### config.mk
export PLATFORM = sky130hd
export DESIGN_NAME = tjmono2_rx_arbiter
export DESIGN_NICKNAME = d
export VERILOG_FILES = /design/src/rtl/tjmono2_rx_arbiter.sv
export SDC_FILE = /design/constraint.sdc
export NUM_CORES = 1
export LEC_CHECK = 0
export CORE_MARGIN = 2
export CORE_UTILIZATION = 25
export DETAILED_ROUTE_END_ITERATION = 10
export SYNTH_ARGS = -nofsm -noshare
export SYNTH_HDL_FRONTEND = slang
export SYNTH_SLANG_ARGS = --single-unit
### constraint.sdc
create_clock -name BUS_CLK -period 2.9 [get_ports BUS_CLK]
set_input_delay 0.435 -clock BUS_CLK [delete_from_list [all_inputs] [get_ports BUS_CLK]]
set_output_delay 0.435 -clock BUS_CLK [all_outputs]
set_load 0.005 [all_outputs]
### src/rtl/tjmono2_rx_arbiter.sv
// rtl/tjmono2_rx_arbiter.sv - merges NLANES first-word-fall-through lane FIFOs into one tagged 32-bit output stream
module tjmono2_rx_arbiter #(
    parameter int NLANES          = 4,
    parameter int ABUSWIDTH       = 32,
    parameter int DATA_IDENTIFIER = 0,
    parameter int VERSION         = 2
) (
    input  logic                   BUS_CLK,
    input  logic                   RST,
    input  logic [ABUSWIDTH-1:0]   BUS_ADD,
    input  logic [7:0]             BUS_DATA_IN,
    output logic [7:0]             BUS_DATA_OUT,
    input  logic                   BUS_WR,
    input  logic                   BUS_RD,
    input  logic [NLANES*28-1:0]   LANE_DATA,
    input  logic [NLANES-1:0]      LANE_EMPTY,
    output logic [NLANES-1:0]      LANE_READ,
    input  logic [NLANES-1:0]      LANE_DEC_ERR,
    input  logic [NLANES-1:0]      LANE_LOST_ERR,
    output logic [31:0]            FIFO_DATA,
    output logic                   FIFO_EMPTY,
    input  logic                   FIFO_READ
);

    localparam int              LW        = (NLANES > 1) ? $clog2(NLANES) : 1;
    localparam logic [3:0]      ID_BASE   = 4'(DATA_IDENTIFIER);
    localparam logic [LW-1:0]   LAST_LANE = LW'(NLANES - 1);

    typedef enum logic {IDLE, GRANT} state_t;

    state_t          state, state_nxt;
    logic            rst_int;
    logic [7:0]      lane_en;
    logic            mode;
    logic [7:0]      burst;
    logic [7:0]      burst_lim;
    logic [7:0]      burst_cnt;
    logic [LW-1:0]   grant;
    logic [LW-1:0]   last_granted;
    logic [LW-1:0]   sel;
    logic [NLANES-1:0] eligible;
    logic            pop;
    logic [27:0]     lane_word;
    logic [31:0]     fifo_data;
    logic            fifo_empty;
    logic [31:0]     word_cnt;
    logic [31:0]     cnt_buf;
    logic [7:0]      dec_cnt  [NLANES];
    logic [7:0]      lost_cnt [NLANES];
    logic [7:0]      not_empty;
    logic [7:0]      rd_mux;

    // A write to address 0 acts as a soft reset of the whole block
    assign rst_int   = RST | (BUS_WR && (BUS_ADD == ABUSWIDTH'(0)));
    assign eligible  = lane_en[NLANES-1:0] & ~LANE_EMPTY;
    assign burst_lim = (burst == 8'd0) ? 8'd1 : burst;
    assign FIFO_DATA  = fifo_data;
    assign FIFO_EMPTY = fifo_empty;

    // Configuration registers
    always_ff @(posedge BUS_CLK) begin
        if (rst_int) begin
            lane_en <= 8'd0;
            mode    <= 1'b0;
            burst   <= 8'd8;
        end else if (BUS_WR) begin
            if (BUS_ADD == ABUSWIDTH'(1)) lane_en <= BUS_DATA_IN;
            if (BUS_ADD == ABUSWIDTH'(2)) mode    <= BUS_DATA_IN[0];
            if (BUS_ADD == ABUSWIDTH'(3)) burst   <= BUS_DATA_IN;
        end
    end

    // Next lane to serve: rotating search after the last grant, or lowest index in fixed mode
    always_comb begin
        int   idx;
        logic found;
        idx   = 0;
        found = 1'b0;
        sel   = last_granted;
        for (int k = 1; k <= NLANES; k++) begin
            if (mode) idx = k - 1;
            else      idx = (int'(last_granted) + k) % NLANES;
            if (!found && eligible[LW'(idx)]) begin
                found = 1'b1;
                sel   = LW'(idx);
            end
        end
    end

    // Word presented by the granted lane
    always_comb begin
        lane_word = 28'd0;
        for (int i = 0; i < NLANES; i++) begin
            if (grant == LW'(i)) lane_word = LANE_DATA[28*i +: 28];
        end
    end

    // FSM state register
    always_ff @(posedge BUS_CLK) begin
        if (rst_int) state <= IDLE;
        else         state <= state_nxt;
    end

    // FSM next state and pop decision; a pop needs room in the output register
    always_comb begin
        state_nxt = state;
        pop       = 1'b0;
        case (state)
            IDLE: begin
                if (|eligible) state_nxt = GRANT;
            end
            GRANT: begin
                if (!eligible[grant]) begin
                    state_nxt = IDLE;
                end else if (fifo_empty || FIFO_READ) begin
                    pop = 1'b1;
                    if (burst_cnt == burst_lim - 8'd1) state_nxt = IDLE;
                end
            end
            default: state_nxt = IDLE;
        endcase
        if (rst_int) pop = 1'b0;
    end

    // One-hot pop strobe towards the granted lane
    always_comb begin
        LANE_READ = '0;
        if (pop) LANE_READ[grant] = 1'b1;
    end

    // Grant bookkeeping, output register and forwarded-word counter
    always_ff @(posedge BUS_CLK) begin
        if (rst_int) begin
            grant        <= '0;
            last_granted <= LAST_LANE;
            burst_cnt    <= 8'd0;
            fifo_data    <= 32'd0;
            fifo_empty   <= 1'b1;
            word_cnt     <= 32'd0;
        end else begin
            if (state == IDLE && (|eligible)) begin
                grant        <= sel;
                last_granted <= sel;
                burst_cnt    <= 8'd0;
            end
            if (pop) begin
                fifo_data  <= {ID_BASE + 4'(grant), lane_word};
                fifo_empty <= 1'b0;
                burst_cnt  <= burst_cnt + 8'd1;
                word_cnt   <= word_cnt + 32'd1;
            end else if (FIFO_READ && !fifo_empty) begin
                fifo_empty <= 1'b1;
            end
        end
    end

    // Saturating per-lane error counters; a bus write to a counter clears it and beats a pulse
    always_ff @(posedge BUS_CLK) begin
        for (int i = 0; i < NLANES; i++) begin
            if (rst_int) begin
                dec_cnt[i]  <= 8'd0;
                lost_cnt[i] <= 8'd0;
            end else begin
                if (BUS_WR && (BUS_ADD == ABUSWIDTH'(16 + i)))
                    dec_cnt[i] <= 8'd0;
                else if (LANE_DEC_ERR[i] && dec_cnt[i] != 8'hFF)
                    dec_cnt[i] <= dec_cnt[i] + 8'd1;
                if (BUS_WR && (BUS_ADD == ABUSWIDTH'(32 + i)))
                    lost_cnt[i] <= 8'd0;
                else if (LANE_LOST_ERR[i] && lost_cnt[i] != 8'hFF)
                    lost_cnt[i] <= lost_cnt[i] + 8'd1;
            end
        end
    end

    // Register read multiplexer
    always_comb begin
        not_empty = 8'd0;
        not_empty[NLANES-1:0] = ~LANE_EMPTY;
        rd_mux = 8'd0;
        if (BUS_ADD == ABUSWIDTH'(0)) rd_mux = 8'(VERSION);
        if (BUS_ADD == ABUSWIDTH'(1)) rd_mux = lane_en;
        if (BUS_ADD == ABUSWIDTH'(2)) rd_mux = {7'd0, mode};
        if (BUS_ADD == ABUSWIDTH'(3)) rd_mux = burst;
        if (BUS_ADD == ABUSWIDTH'(4)) rd_mux = word_cnt[7:0];
        if (BUS_ADD == ABUSWIDTH'(5)) rd_mux = cnt_buf[15:8];
        if (BUS_ADD == ABUSWIDTH'(6)) rd_mux = cnt_buf[23:16];
        if (BUS_ADD == ABUSWIDTH'(7)) rd_mux = cnt_buf[31:24];
        if (BUS_ADD == ABUSWIDTH'(8)) rd_mux = not_empty;
        for (int i = 0; i < NLANES; i++) begin
            if (BUS_ADD == ABUSWIDTH'(16 + i)) rd_mux = dec_cnt[i];
            if (BUS_ADD == ABUSWIDTH'(32 + i)) rd_mux = lost_cnt[i];
        end
    end

    // Registered read data; reading byte 0 freezes the counter so bytes 1..3 stay coherent
    always_ff @(posedge BUS_CLK) begin
        if (rst_int) begin
            BUS_DATA_OUT <= 8'd0;
            cnt_buf      <= 32'd0;
        end else if (BUS_RD) begin
            BUS_DATA_OUT <= rd_mux;
            if (BUS_ADD == ABUSWIDTH'(4)) cnt_buf <= word_cnt;
        end
    end

endmodule

==> results.yml, run 1 <==
placed_design:
  dp_slack_ps: -502
  gp_congestion: 0.930
  hpwl_mm: 28.8
  portBuffers: 211
  place_inst: 2101
worst_hold_path:
  whs_path_depth: 2
  worstHoldPathType: "flip-flop to flip-flop"
cts:
  cts_tree: "yes"
  cts_made_buffers: 17
  clkTransAtPathRegs_ps: 70
  cts.sinks: 189
  h-tree-depth: 4
  clockRootBuffer: "clkbuf_16"
  ctsHoldBuffers: 0
  insertion_delay_ps: 440
  clock_path_buffers: 2
worst_setup_path:
  cp_cell_sequence: "clkdlybuf4s50_1 > or4_1 > o41a_1 > nand3_2 > nor2_1 > buf_2"
  r2r_cells: 8
  critPathTopFamily: "simple AND/OR/NAND/NOR gates"
  required_ps: 2470
  crit_fanout: 2
  cp.arrival_ps: 2430
  critical-path-max-stage-delay_ps: 600
  critPathCaptureType: "output pin"
  crit_buf_inv: 2
  start_kind: "primary input"
  crit_cells: 6
  slowest_stage: "or4_1"
  path_class: "primary input to output pin"
pwr:
  p_switching_w: 0.00151
  cellLeakagePower_nw: 5.47
  p_clk_share_pct: 40.0
  p_comb_share_pct: 10.9
  swShare_pct: 25.5
  finalPower_w: 0.00591
  p_seq_share_pct: 49.2
  power.density_mw_per_mm2: 384
  intPower_w: 0.00440
  ir_worst_vdd_mv: 0.318
cells_and_area:
  area_growth_pct: 38.8
  utilization_pct: 34.9
  num_antenna_cells: 0
  fill_cells: 4534
  instances_no_fill: 2134
  fin_nets: 1709
  drive_gt1_share_pct: 16.2
global_route:
  grt_max_degree: 45
  grt.total_usage_pct: 15.8
  grt_pass1_vias: 10449
  grt_overflow: 0
  antenna_found_initial: 0
  grt_pass1_wl_mm: 57.9
yosys:
  netlist.area_leader.share_pct: 22.6
  synthCells: 1227
  synth_ff_type: "dfxtp_1"
  yosysWarnings: 0
  synth_top_area_cell: "dfxtp_1"
  netlist_area_mm2: 0.0111
  synth_commonest_cells: "nor2_1 (178), dfxtp_1 (125), nand2_1 (112)"
  synth.distinct_cells: 83
  yosysSeqAreaShare_pct: 39.9
  ys_ff_latch: 189
  avgSynthCellArea_um2: 9.04
  synth-edff-count: 64
  yosysMostFrequentCell: "nor2_1"
  synth-async-reset-ratio_pct: 0
  ys_top_cells_by_area: "dfxtp_1 (23%), edfxtp_1 (17%), mux4_2 (6.1%)"
route:
  routed_wl_mm: 37.0
  drtIter0Drc: 935
  drtAntennaViolNets: 0
  vias_per_cell: 5.01
  avgRoutedWirePerCell_um: 17.4
  via_count: 10687
  dr.pass1.iters: 7
  drc_errors: 0
floorplan:
  io_pins: 214
  die_h_um: 215
  coreArea_mm2: 0.0440
  start_util_pct: 25.2
  die_w_um: 215
  num_rows: 77
  dieArea_mm2: 0.0461
timing:
  fin_crit_sh_pct: 98.6
  fin_tns_setup_ps: 0
  setup_ws_ps: 39.3
  finClkSkew_ps: 10.6
  tightest_slew_ps: 528
  slew_violations: 0
  finalCriticalPeriod_ps: 2860
  timing.fmax_mhz: 350
  max-slew-margin-rel_pct: 63.9
  rsz0062_at_grt: "false"
  final_hold_viol_count: 0
  finalSetupViolCount: 0
run_status:
  run_status: "finished, final reports clean"
flow_run:
  maxCapViolCount: 0
layer usage:
metal / track usage [%] / part of all wire [%] / up-vias
met2: 26.2 / 47 / 387
met4: 3.80 / 1.7 / 0
li1: - / - / 5126
met5: 0 / 0 / -
met1: 20.4 / 44 / 5131
met3: 4.35 / 7.7 / 43
placed cells by master (no fill, tap or decap), types with 21 or more instances in the layout:
master           count
clkdlybuf4s50_1    197
nor2_1             177
buf_4              136
dfxtp_1            124
nand2_1            111
a21oi_1             81
edfxtp_1            64
nand3_1             62
mux2i_1             47
xnor2_1             39
inv_1               37
o21ai_0             35
xor2_1              35
mux4_2              30
nor4_1              23
and3_1              21
sequential cells by signal (all words and copies together) (netlist names):
| register | count |
|---|---|
| BUS_DATA_OUT | 8 |
| FIFO_DATA | 30 |
| FIFO_EMPTY | 1 |
| burst | 8 |
| burst_cnt | 8 |
| cnt_buf | 24 |
| dec_cnt | 32 |
| grant | 2 |
| lane_en | 8 |
| last_granted | 2 |
| lost_cnt | 32 |
| mode | 1 |
| state | 1 |
| word_cnt | 32 |
metrics by stage:
stage	cell area (µm²)	hold WS [ps]
2_1_floorplan	11100	453
3_3_place_gp	14700	442
3_5_place_dp	14700	448
4_1_cts	15300	459
5_1_grt	15400	477
6_report	15400	455
final timing paths:
path / from / slack (ps) / end
worst max-delay path: BUS_ADD[3] / 40 / LANE_READ[1]
worst min register to register: FIFO_DATA[12] / 460 / FIFO_DATA[12]
worst min-delay path: FIFO_DATA[12] / 460 / FIFO_DATA[12]
worst max register to register: lane_en[3] / 360 / word_cnt[25]
cells by family (layout without fill, tap and decap cells):
kind of cell,count (synthesis),in the layout,share of synthesized area (%)
AND/OR/NAND/NOR,519,519,23.0
AO/OA/AOI/OAI,240,240,14.6
flip-flops,189,189,39.9
buffers and inverters,110,424,4.42
multiplexers,83,83,10.9
XOR/XNOR,74,74,5.85
adder cells (fa/ha/maj),11,11,1.24
other,1,2,0.0338
worst register-to-register path, cell delays in order (launching register included):
cell and delay (ps):
dfxtp_1 390, and2b_1 190, mux4_2 280, nand3b_1 90
buf_4 200, or4_4 550, buf_4 180, or4b_1 470
a21oi_1 140
area by class of cell:
cell class / instances / area (µm²) / share of cell area (%)
clock buffers: 17 / 425 / 2.76
inverters: 38 / 143 / 0.927
flip-flops and latches: 189 / 4430 / 28.8
repair buffers: 354 / 3240 / 21.1
well taps: 592 / 741 / 4.81
clock inverters: 15 / 153 / 0.992
multi-input cells: 929 / 6260 / 40.7
power groups by stage:
stage               clock [W]  combinational, W  sequential (W)
floorplan                   0          0.000256         0.00293
global placement            0          0.000622         0.00296
detailed placement          0          0.000632         0.00296
CTS                   0.00241          0.000638         0.00290
global route          0.00253          0.000693         0.00291
finish                0.00236          0.000643         0.00290
what timing repair did:
action / CTS / global route
pin swaps: 7 / 8
buffers inserted: 1 / 0
hold endpoints to repair: 0 / 0
endpoints found under the setup margin: 12 / 26
resized for setup: 29 / 14
gates cloned: 0 / 0
Power figures use the tool's default switching activity.
==> inputs of run 2 (changes only) <==
--- a/config.mk
+++ b/config.mk
@@ -5,9 +5,11 @@
 export SDC_FILE = /design/constraint.sdc
 export NUM_CORES = 1
 export LEC_CHECK = 0
+export ABC_CLOCK_PERIOD_IN_PS = 2900
 export CORE_MARGIN = 2
 export CORE_UTILIZATION = 25
 export DETAILED_ROUTE_END_ITERATION = 10
+export PLACE_DENSITY = 0.5
 export SYNTH_ARGS = -nofsm -noshare
 export SYNTH_HDL_FRONTEND = slang
 export SYNTH_SLANG_ARGS = --single-unit
==> results.yml, run 2 (synthesized netlist as in run 1, its figures left out) <==
run_status:
  run_status: "finished, final reports clean"
worst_setup_path:
  critPathLaunch: "BUS_ADD[1]"
  critPathCaptureType: "flip-flop"
  timing.critical_path.to: "BUS_DATA_OUT[7]"
  required_ps: 3310
  r2r_slack_ps: 370
  r2r_cells: 8
  path_class: "primary input to flip-flop"
  cp.arrival_ps: 3250
  crit_fanout: 32
  r2r-end: "word_cnt[25]"
  start_kind: "primary input"
  reg2reg_from: "lane_en[3]"
cts:
  clockRootBuffer: "clkbuf_16"
  ctsHoldBuffers: 0
  cts_made_buffers: 17
  insertion_delay_ps: 460
  clock_path_buffers: 2
  cts_tree: "yes"
  cts.sinks: 189
  h-tree-depth: 4
  clkTransAtPathRegs_ps: 90
cells_and_area:
  fin_nets: 1704
  final_common_cell: "clkdlybuf4s50_1"
  utilization_pct: 35.0
  drive_gt1_share_pct: 15.9
  mostFrequentLayoutCells: "clkdlybuf4s50_1 (197), nor2_1 (178), buf_4 (133)"
  final_design_area_no_fill_mm2: 0.0154
  multi_input_area_mm2: 0.00624
  top_regs: "dec_cnt (32), lost_cnt (32), word_cnt (32)"
  area_growth_pct: 38.8
  instances_no_fill: 2130
  regArea_mm2: 0.00443
  fill_cells: 4559
pwr:
  power.density_mw_per_mm2: 391
  ir_worst_vdd_mv: 0.380
  cellLeakagePower_nw: 5.50
placed_design:
  gp_congestion: 0.883
  hpwl_mm: 29.8
  place_area_mm2: 0.0147
  place_inst: 2095
  dp_slack_ps: -553
  portBuffers: 211
global_route:
  grt_overflow: 0
  grt_pass1_vias: 10406
  grt_max_degree: 58
  antenna_found_initial: 0
  grt_pass1_wl_mm: 59.9
  grt.total_usage_pct: 16.6
worst_hold_path:
  worstHoldPathType: "flip-flop to flip-flop"
timing:
  finalSetupViolCount: 0
  final_hold_viol_count: 0
  setup_ws_ps: 60.0
  tightest_slew_ps: 524
  fin_crit_sh_pct: 97.9
  finClkSkew_ps: 21.4
  finalCriticalPeriod_ps: 2840
  max-slew-margin-rel_pct: 64.9
  rsz0062_at_grt: "false"
  slew_violations: 0
  holdWs_ps: 457
  timing.fmax_mhz: 352
route:
  vias_per_cell: 4.96
  via_count: 10558
  drtIter0Drc: 664
  drc_errors: 0
  avgRoutedWirePerCell_um: 18.0
  routed_wl_mm: 38.4
  drtAntennaViolNets: 0
  dr.pass1.iters: 5
floorplan:
  dieArea_mm2: 0.0461
  num_rows: 77
  start_util_pct: 25.2
  io_pins: 214
  coreArea_mm2: 0.0440
  die_w_um: 215
  die_h_um: 215
flow_run:
  maxCapViolCount: 0
-- run 2: cell count changes in the layout (fill, tap and decap cells not counted), sizes merged --
| cell | change |
|---|---|
| buf | -5 |
| clkinvlp | -2 |
| clkinv | +5 |
| dlygate4sd2 | -5 |
| inv | -3 |
| dlymetal6s2s | +5 |
| diode | +1 |
-- run 2: metrics by stage --
| stage | setup TNS, ps | power [W] |
|---|---|---|
| 2_1_floorplan | 0 | 0.00318 |
| 3_3_place_gp | -64810 | 0.00358 |
| 3_5_place_dp | -81250 | 0.00359 |
| 4_1_cts | -53.8 | 0.00609 |
| 5_1_grt | 0 | 0.00625 |
| 6_report | 0 | 0.00602 |
-- run 2: routing by layer --
metal  GRT usage, %  routed length, µm
met1           22.0              17900
met2           26.6              17600
met4           4.72                712
met3           4.11               2250
met5              0                  0
-- run 2: cell type report --
class                      instances  share of cell area [%]
inverter                          38                   0.927
sequential                       189                    28.7
clock inverter                    15                    1.29
multi-input combinational        929                    40.6
antenna                            1                  0.0163
timing repair buffer             349                    20.9
clock buffer                      17                    2.76
tap                              592                    4.81
-- run 2: worst min-delay path by stage --
stage / slack [ps] / to / cells past startpoint / from
final: 460 / FIFO_DATA[26] / 2 / FIFO_DATA[26]
after global routing: 480 / FIFO_DATA[15] / 2 / FIFO_DATA[15]
after CTS: 460 / FIFO_DATA[26] / 2 / FIFO_DATA[26]
after detailed placement: 450 / FIFO_DATA[25] / 2 / FIFO_DATA[25]
after global placement: 440 / FIFO_DATA[28] / 2 / FIFO_DATA[28]
after floorplan: 450 / FIFO_DATA[0] / 2 / FIFO_DATA[0]
-- run 2: report_power, final --
part | switching [W] | internal (W) | total, W | leakage (nW)
clock | 0.00123 | 0.00125 | 0.00248 | 0.298
combinational | 0.000268 | 0.000365 | 0.000633 | 3.51
sequential | 0.0000945 | 0.00281 | 0.00291 | 1.69
-- run 2: worst max-delay path, stage by stage --
cell	delay [ps]
clkdlybuf4s50_1	510
buf_4	360
nor4bb_1	440
buf_4	210
a21oi_1	90
or3b_2	520
a31oi_1	340
buf_4	190
o211a_1	140
-- run 2: timing repair --
action,CTS,global route
buffers inserted,2,0
pin swaps,5,12
setup endpoints to repair,32,64
cloned,0,0
resized for setup,22,17
